[src/rtl/ps2_char_buffer.sv]
// ps2_char_buffer: text-mode character buffer fed by a PS/2 keyboard decoder.
// Keystrokes arrive as ASCII codes with a data-ready strobe and are placed at a
// cursor in a COLS x ROWS cell memory that a display engine scans through a
// synchronous read port. Supports printable characters, backspace, enter
// (blank-fill to end of row) and a full-screen clear.
// Optional feature: define PS2_CHAR_BUFFER_DIGIT_EN to add oLast_Digit, the
// binary value of the most recently written character when it is '0'..'9'.
module ps2_char_buffer #(
   parameter int COLS = 16,
   parameter int ROWS = 12,
   parameter int WRAP = 1
) (
   input  logic                              iCLK,
   input  logic                              iRST_N,
   input  logic                              iStrobe,
   input  logic [7:0]                        iAscii,
   input  logic                              iClear,
   input  logic [$clog2(COLS*ROWS)-1:0]      iRd_Addr,
   output logic [7:0]                        oRd_Data,
   output logic [5:0]                        oCur_Col,
   output logic [5:0]                        oCur_Row,
   output logic [$clog2(COLS*ROWS):0]        oCount,
   output logic                              oFull,
   output logic                              oEmpty,
   output logic                              oBusy
`ifdef PS2_CHAR_BUFFER_DIGIT_EN
   ,
   output logic [3:0]                        oLast_Digit
`endif
);

   localparam int CELLS = COLS * ROWS;
   localparam int AW    = $clog2(CELLS);

   localparam logic [5:0]    LAST_COL  = 6'(COLS - 1);
   localparam logic [5:0]    LAST_ROW  = 6'(ROWS - 1);
   localparam logic [AW:0]   MAX_COUNT = (AW + 1)'(CELLS);
   localparam logic [AW-1:0] LAST_ADDR = AW'(CELLS - 1);

   typedef enum logic {IDLE, CLEAR} state_t;

   state_t          state;
   logic [7:0]      mem [CELLS];
   logic [7:0]      rd_data;
   logic            strobe_q;
   logic            filling;
   logic [5:0]      col;
   logic [5:0]      row;
   logic [AW:0]     count;
   logic [AW-1:0]   clr_addr;

   logic            event_hit;
   logic            is_print;
   logic            full;
   logic            empty;
   logic            blocked;
   logic            act_clear;
   logic            act_print;
   logic            act_bs;
   logic            act_space;
   logic [5:0]      next_col;
   logic [5:0]      next_row;
   logic [5:0]      back_col;
   logic [5:0]      back_row;
   logic [AW-1:0]   cur_addr;
   logic [AW-1:0]   back_addr;
   logic            wr_en;
   logic [AW-1:0]   wr_addr;
   logic [7:0]      wr_data;

   assign full      = (count == MAX_COUNT);
   assign empty     = (count == '0);
   assign event_hit = iStrobe & ~strobe_q;
   assign is_print  = (iAscii >= 8'h20) && (iAscii <= 8'h7E);
   assign blocked   = full && (WRAP == 0);
   assign cur_addr  = AW'(int'(row) * COLS + int'(col));
   assign back_addr = AW'(int'(back_row) * COLS + int'(back_col));

   // Pick the single action for this cycle: clear beats an ongoing enter fill,
   // which in turn locks out any new keystroke event until it finishes.
   always_comb begin
      act_clear = 1'b0;
      act_print = 1'b0;
      act_bs    = 1'b0;
      act_space = 1'b0;
      if (state == IDLE) begin
         if (iClear) begin
            act_clear = 1'b1;
         end else if (filling) begin
            act_space = 1'b1;
         end else if (event_hit) begin
            if (is_print && !blocked) begin
               act_print = 1'b1;
            end else if ((iAscii == 8'h08) && !empty) begin
               act_bs = 1'b1;
            end else if ((iAscii == 8'h0D) && !blocked) begin
               act_space = 1'b1;
            end
         end
      end
   end

   // Cursor one cell forward and one cell back, wrapping at row and screen ends.
   always_comb begin
      next_col = col + 6'd1;
      next_row = row;
      if (col == LAST_COL) begin
         next_col = '0;
         next_row = (row == LAST_ROW) ? 6'd0 : row + 6'd1;
      end
      back_col = col - 6'd1;
      back_row = row;
      if (col == '0) begin
         back_col = LAST_COL;
         back_row = (row == '0) ? LAST_ROW : row - 6'd1;
      end
   end

   // The one and only memory write port: clear sweep, character, or blank.
   always_comb begin
      wr_en   = 1'b0;
      wr_addr = cur_addr;
      wr_data = 8'h20;
      if (state == CLEAR) begin
         wr_en   = 1'b1;
         wr_addr = clr_addr;
      end else if (act_print) begin
         wr_en   = 1'b1;
         wr_data = iAscii;
      end else if (act_bs) begin
         wr_en   = 1'b1;
         wr_addr = back_addr;
      end else if (act_space) begin
         wr_en   = 1'b1;
      end
   end

   // Control FSM: cursor, occupancy count, enter fill and the clear sweep.
   always_ff @(posedge iCLK) begin
      if (!iRST_N) begin
         state    <= IDLE;
         strobe_q <= 1'b0;
         filling  <= 1'b0;
         col      <= '0;
         row      <= '0;
         count    <= '0;
         clr_addr <= '0;
      end else begin
         strobe_q <= iStrobe;
         case (state)
            IDLE: begin
               if (act_clear) begin
                  state    <= CLEAR;
                  filling  <= 1'b0;
                  clr_addr <= '0;
               end else if (act_print) begin
                  col <= next_col;
                  row <= next_row;
                  if (!full) count <= count + 1'b1;
               end else if (act_bs) begin
                  col   <= back_col;
                  row   <= back_row;
                  count <= count - 1'b1;
               end else if (act_space) begin
                  col     <= next_col;
                  row     <= next_row;
                  filling <= (col != LAST_COL);
                  if (!full) count <= count + 1'b1;
               end
            end
            CLEAR: begin
               clr_addr <= clr_addr + 1'b1;
               if (clr_addr == LAST_ADDR) begin
                  state <= IDLE;
                  col   <= '0;
                  row   <= '0;
                  count <= '0;
               end
            end
            default: state <= IDLE;
         endcase
      end
   end

   // Cell storage; contents deliberately survive reset, writes are held off.
   always_ff @(posedge iCLK) begin
      if (iRST_N && wr_en) mem[wr_addr] <= wr_data;
   end

   // Registered display read; a same-cycle write is seen one read later.
   always_ff @(posedge iCLK) begin
      if (!iRST_N) rd_data <= 8'h00;
      else         rd_data <= mem[iRd_Addr];
   end

`ifdef PS2_CHAR_BUFFER_DIGIT_EN
   logic [3:0] last_digit;

   // Track the numeric value of the latest write, zero for non-digits.
   always_ff @(posedge iCLK) begin
      if (!iRST_N) begin
         last_digit <= 4'h0;
      end else if (wr_en) begin
         last_digit <= ((wr_data >= 8'h30) && (wr_data <= 8'h39)) ? wr_data[3:0] : 4'h0;
      end
   end

   assign oLast_Digit = last_digit;
`endif

   assign oRd_Data = rd_data;
   assign oCur_Col = col;
   assign oCur_Row = row;
   assign oCount   = count;
   assign oFull    = full;
   assign oEmpty   = empty;
   assign oBusy    = (state == CLEAR);

endmodule

[config.mk]
export PLATFORM = sky130hd
export DESIGN_NAME = ps2_char_buffer
export DESIGN_NICKNAME = d
export VERILOG_FILES = /design/src/rtl/ps2_char_buffer.sv
export SDC_FILE = /design/constraint.sdc
export NUM_CORES = 2
export LEC_CHECK = 0
export ABC_CLOCK_PERIOD_IN_PS = 4100
export BUFFER_PORTS_ARGS = -buffer_cell sky130_fd_sc_hd__buf_2
export CAP_MARGIN = 20
export CELL_PAD_IN_SITES_DETAIL_PLACEMENT = 0
export CELL_PAD_IN_SITES_GLOBAL_PLACEMENT = 1
export CORE_AREA = 2 2 358 360
export DETAILED_ROUTE_END_ITERATION = 8
export DIE_AREA = 0 0 360 362
export HOLD_SLACK_MARGIN = 0.06
export PLACE_DENSITY = 0.83
export SLEW_MARGIN = 20
export SYNTH_ARGS = -nofsm -noshare
export SYNTH_HDL_FRONTEND = slang
export SYNTH_SLANG_ARGS = --single-unit
[constraint.sdc]
create_clock -name iCLK -period 4.1 [get_ports iCLK]
set_input_delay 0.205 -clock iCLK [delete_from_list [all_inputs] [get_ports iCLK]]
set_output_delay 0.205 -clock iCLK [all_outputs]
set_load 0.02 [all_outputs]
==> key figures <==
Outcome
  • Outcome: finished with violations
  • Violated checks: setup timing

Clock network
  • H-tree levels: 4
  • CTS tree: done
  • Total CTS buffers: between 150 and 200
  • Clock slew at reported path FFs: 0.06 ns
  • Clk sinks: 1576
  • Longest Clk Path Bufs: 3
  • Root Driver: clkbuf_16
  • Worst-Skew Late Latency: 0.78 ns

STA
  • Tmin final: 4.21 ns
  • RSZ-0062 raised after global routing: true
  • Slew @ Worst Pin: 1.09 ns
  • Layout Skew: between 0.02 and 0.03 ns
  • Setup violators final: 51
  • Slew Limit Fails: 0
  • Setup_tns: -2.89 ns
  • Setup ws final: -0.112 ns
  • Period utilization: 103%
  • Highest clock rate: 0.237 GHz
  • Slew margin rel.: between 20% and 30%
  • Final Hold Viols: 0

Route
  • Detailed Route WL: 164 mm
  • Initial DRC Count: 4634
  • WL/cell: 29.6 um
  • Met2 Wirelength: ~80 mm
  • Via count: about 34000
  • Met3 wire length: 16.4 mm
  • DRC viols: 0
  • M1 WL: 60.4 mm
  • First-pass iteration count of the detailed router: 6
  • Max Used Layer: met5
  • ANT nets after route: 0
  • Via density: 6.24

Hold path
  • Hold path depth: 2
  • Hold crit path type: in -> reg

Yosys
  • #FFs+latches synth: 1576
  • Post-synth top flop: edfxtp_1
  • Number of synthesized flops with an enable pin: 1536
  • Yosys top cell by area: edfxtp_1
  • Synth top area cells: edfxtp_1 73%, mux4_2 13%, nor3_1 1.6%
  • Synth cell types: 83
  • Synth top area share: between 70% and 80%
  • Post-Syn Area: 62800 sq um
  • Synth Warn #: 0
  • Synthesized area per cell: 19.8 sq um
  • Register area share after synthesis: between 70% and 80%
  • Post-synth ARST share: 0%
  • Cell count after synthesis: 3170

Cells and area
  • Most frequent cells in the layout: 1536 x edfxtp_1, 373 x mux4_2, 321 x buf_4
  • Fill cells: just under 9000
  • Reg area: around 47000 sq um
  • Share of cells above drive strength 1: 31.4%
  • Footprint of the multi-input gates: 16600 sq um
  • Commonest non-fill, non-tap cell in the layout: edfxtp_1
  • Fin nets: 3775
  • Fin cells: 5528
  • Layout area overhead: 18.5%

Power
  • Power Dens Cells: 441 nW/um^2
  • Maximum VDD drop: 0.454 mV
  • Static leakage: 24.5 nW

Placed design
  • DP Cell Count: 5212
  • DP HPWL: ~110 mm
  • Dpl ws: -0.322 ns
  • I/O Buffers: 51
  • GP Congestion: around 0.91

Critical path
  • CP Max Fanout: 9
  • Slack of the worst reg-to-reg path: -0.11 ns
  • CP Capture Point: mem[95][5]$_DFFE_PP_
  • Crit. End Element: register
  • R2R Path End: mem[95][5]$_DFFE_PP_
  • Worst r2r src: oCount[0]$_SDFFE_PN0P_
  • Startpoint Class: register
  • Crit Path Class: reg -> reg
  • Worst Reg-to-Reg Cells: 9
  • WP data required: 4.49 ns
  • Critical Path AT: 4.60 ns
  • Critical path origin: oCount[0]$_SDFFE_PN0P_

Floorplan
  • Initial Utilization: 49.6%
  • IO Count: 52
  • Die width: 360 um
  • Die area: approximately 130000 sq um
  • Placement row count: 131
  • CORE AREA: 127000 sq um
  • Die Y: 362 um

Global route
  • GRT Total Usage: 25.2%
  • First-pass GRT wire length: around 240 mm
  • Overflow after GRT: 0
  • Largest net degree at the start of global routing: 74
  • Initial antenna violation count: 3
  • Vias in the first global route: 34157

Flow run
  • Total of max-cap violations: 0
==> sequential cells by signal, summed over array words and instances, names as in the netlist <==
signal and count:
oCur_Col 6, mem 1536, oCount 9, oRd_Data 8, clr_addr 8, oBusy 1
oCur_Row 6, filling 1, strobe_q 1
==> logic make-up after synthesis <==
kind of cell / synth area share, %
buf+inv: 1.76
simple gates: 4.41
compound gates: 3.59
mux: 15.1
flops: 74.7
xor+xnor: 0.167
fa+ha+maj: 0.323
other cells: 0.00597
==> metal layers <==
metal / up-vias / global-route usage (%)
met4: 2 / 10.1
met2: 2031 / 40.6
met3: 334 / 5.38
met1: 17866 / 33.7
met5: - / 0
li1: 14260 / -
==> stage by stage <==
stage / instance area (sq um) / utilization (%) / hold WS [ns] / power (mW)
after global placement: 68800 / 54.3 / 0.437 / 19.5
after detailed placement: 68800 / 54.3 / 0.436 / 19.5
final: 74400 / 58.7 / 0.141 / 32.8
after floorplan: 64200 / - / 0.297 / 18.9
after CTS: 73800 / 58.3 / 0.108 / 32.9
after global routing: 74400 / 58.7 / 0.139 / 33.6
==> where the power goes <==
group | switching [mW] | leakage, nW | internal (mW)
Combinational | 1.06 | 7.99 | 0.614
Sequential | 0.0141 | 14.2 | 17.5
Clock | 5.91 | 2.34 | 7.69
==> synth_stat cells, types with 6 or more instances <==
library cell     n
a211oi_1         8
a21oi_1         53
a221oi_1        30
a22o_1          17
a22oi_1         14
a31oi_1         17
and2_1          13
and3_1          11
buf_1           22
buf_2           75
buf_4           25
clkbuf_1        86
dfxtp_1         40
edfxtp_1      1536
ha_1            13
inv_1           17
mux2i_1        101
mux4_2         373
nand2_1        106
nand3_1         55
nand4_1         10
nor2_1          65
nor2b_1          7
nor3_1         207
nor3_2          14
nor4_1           8
o21ai_0         24
o221ai_1        39
o22ai_1         43
o31ai_1          6
or3_1           15
xnor2_1          9
==> repair_timing <==
action,4_1_cts,5_1_grt
hold buffers,8,0
pin swaps,0,22
hold endpoints to repair,39,0
setup endpoints to repair,250,561
setup buffers,0,26
gates resized for setup,25,42
==> critical path: stages, from the launching register on <==
cell and delay (ns):
dfxtp_1 0.31, inv_1 0.10, ha_1 0.15, nor4b_2 0.34, nand2_2 0.22, nand4_1 0.20, xor2_1 0.14, a2111oi_4 0.58
nand3_1 0.90, nor3_2 0.89
==> area by class of cell <==
cell class              instances  area share [%]
flip-flops and latches       1576            63.0
clock inverters                91            1.04
repair buffers                436            5.23
well taps                    1662            2.79
inverters                      21           0.106
clock buffers                 189            5.41
diodes                          2         0.00672
multi-input cells            1551            22.4
==> how the worst min path moves through the flow <==
stage	endpoint	startpoint
6_report	mem[78][1]$_DFFE_PP_	iAscii[1]
5_1_grt	mem[64][4]$_DFFE_PP_	iAscii[4]
4_1_cts	mem[64][4]$_DFFE_PP_	iAscii[4]
3_5_place_dp	strobe_q$_SDFF_PN0_	iStrobe
3_3_place_gp	strobe_q$_SDFF_PN0_	iStrobe
2_1_floorplan	oRd_Data[4]$_SDFF_PN0_	iRd_Addr[7]
Note: power is estimated with default switching activity, not from simulation.
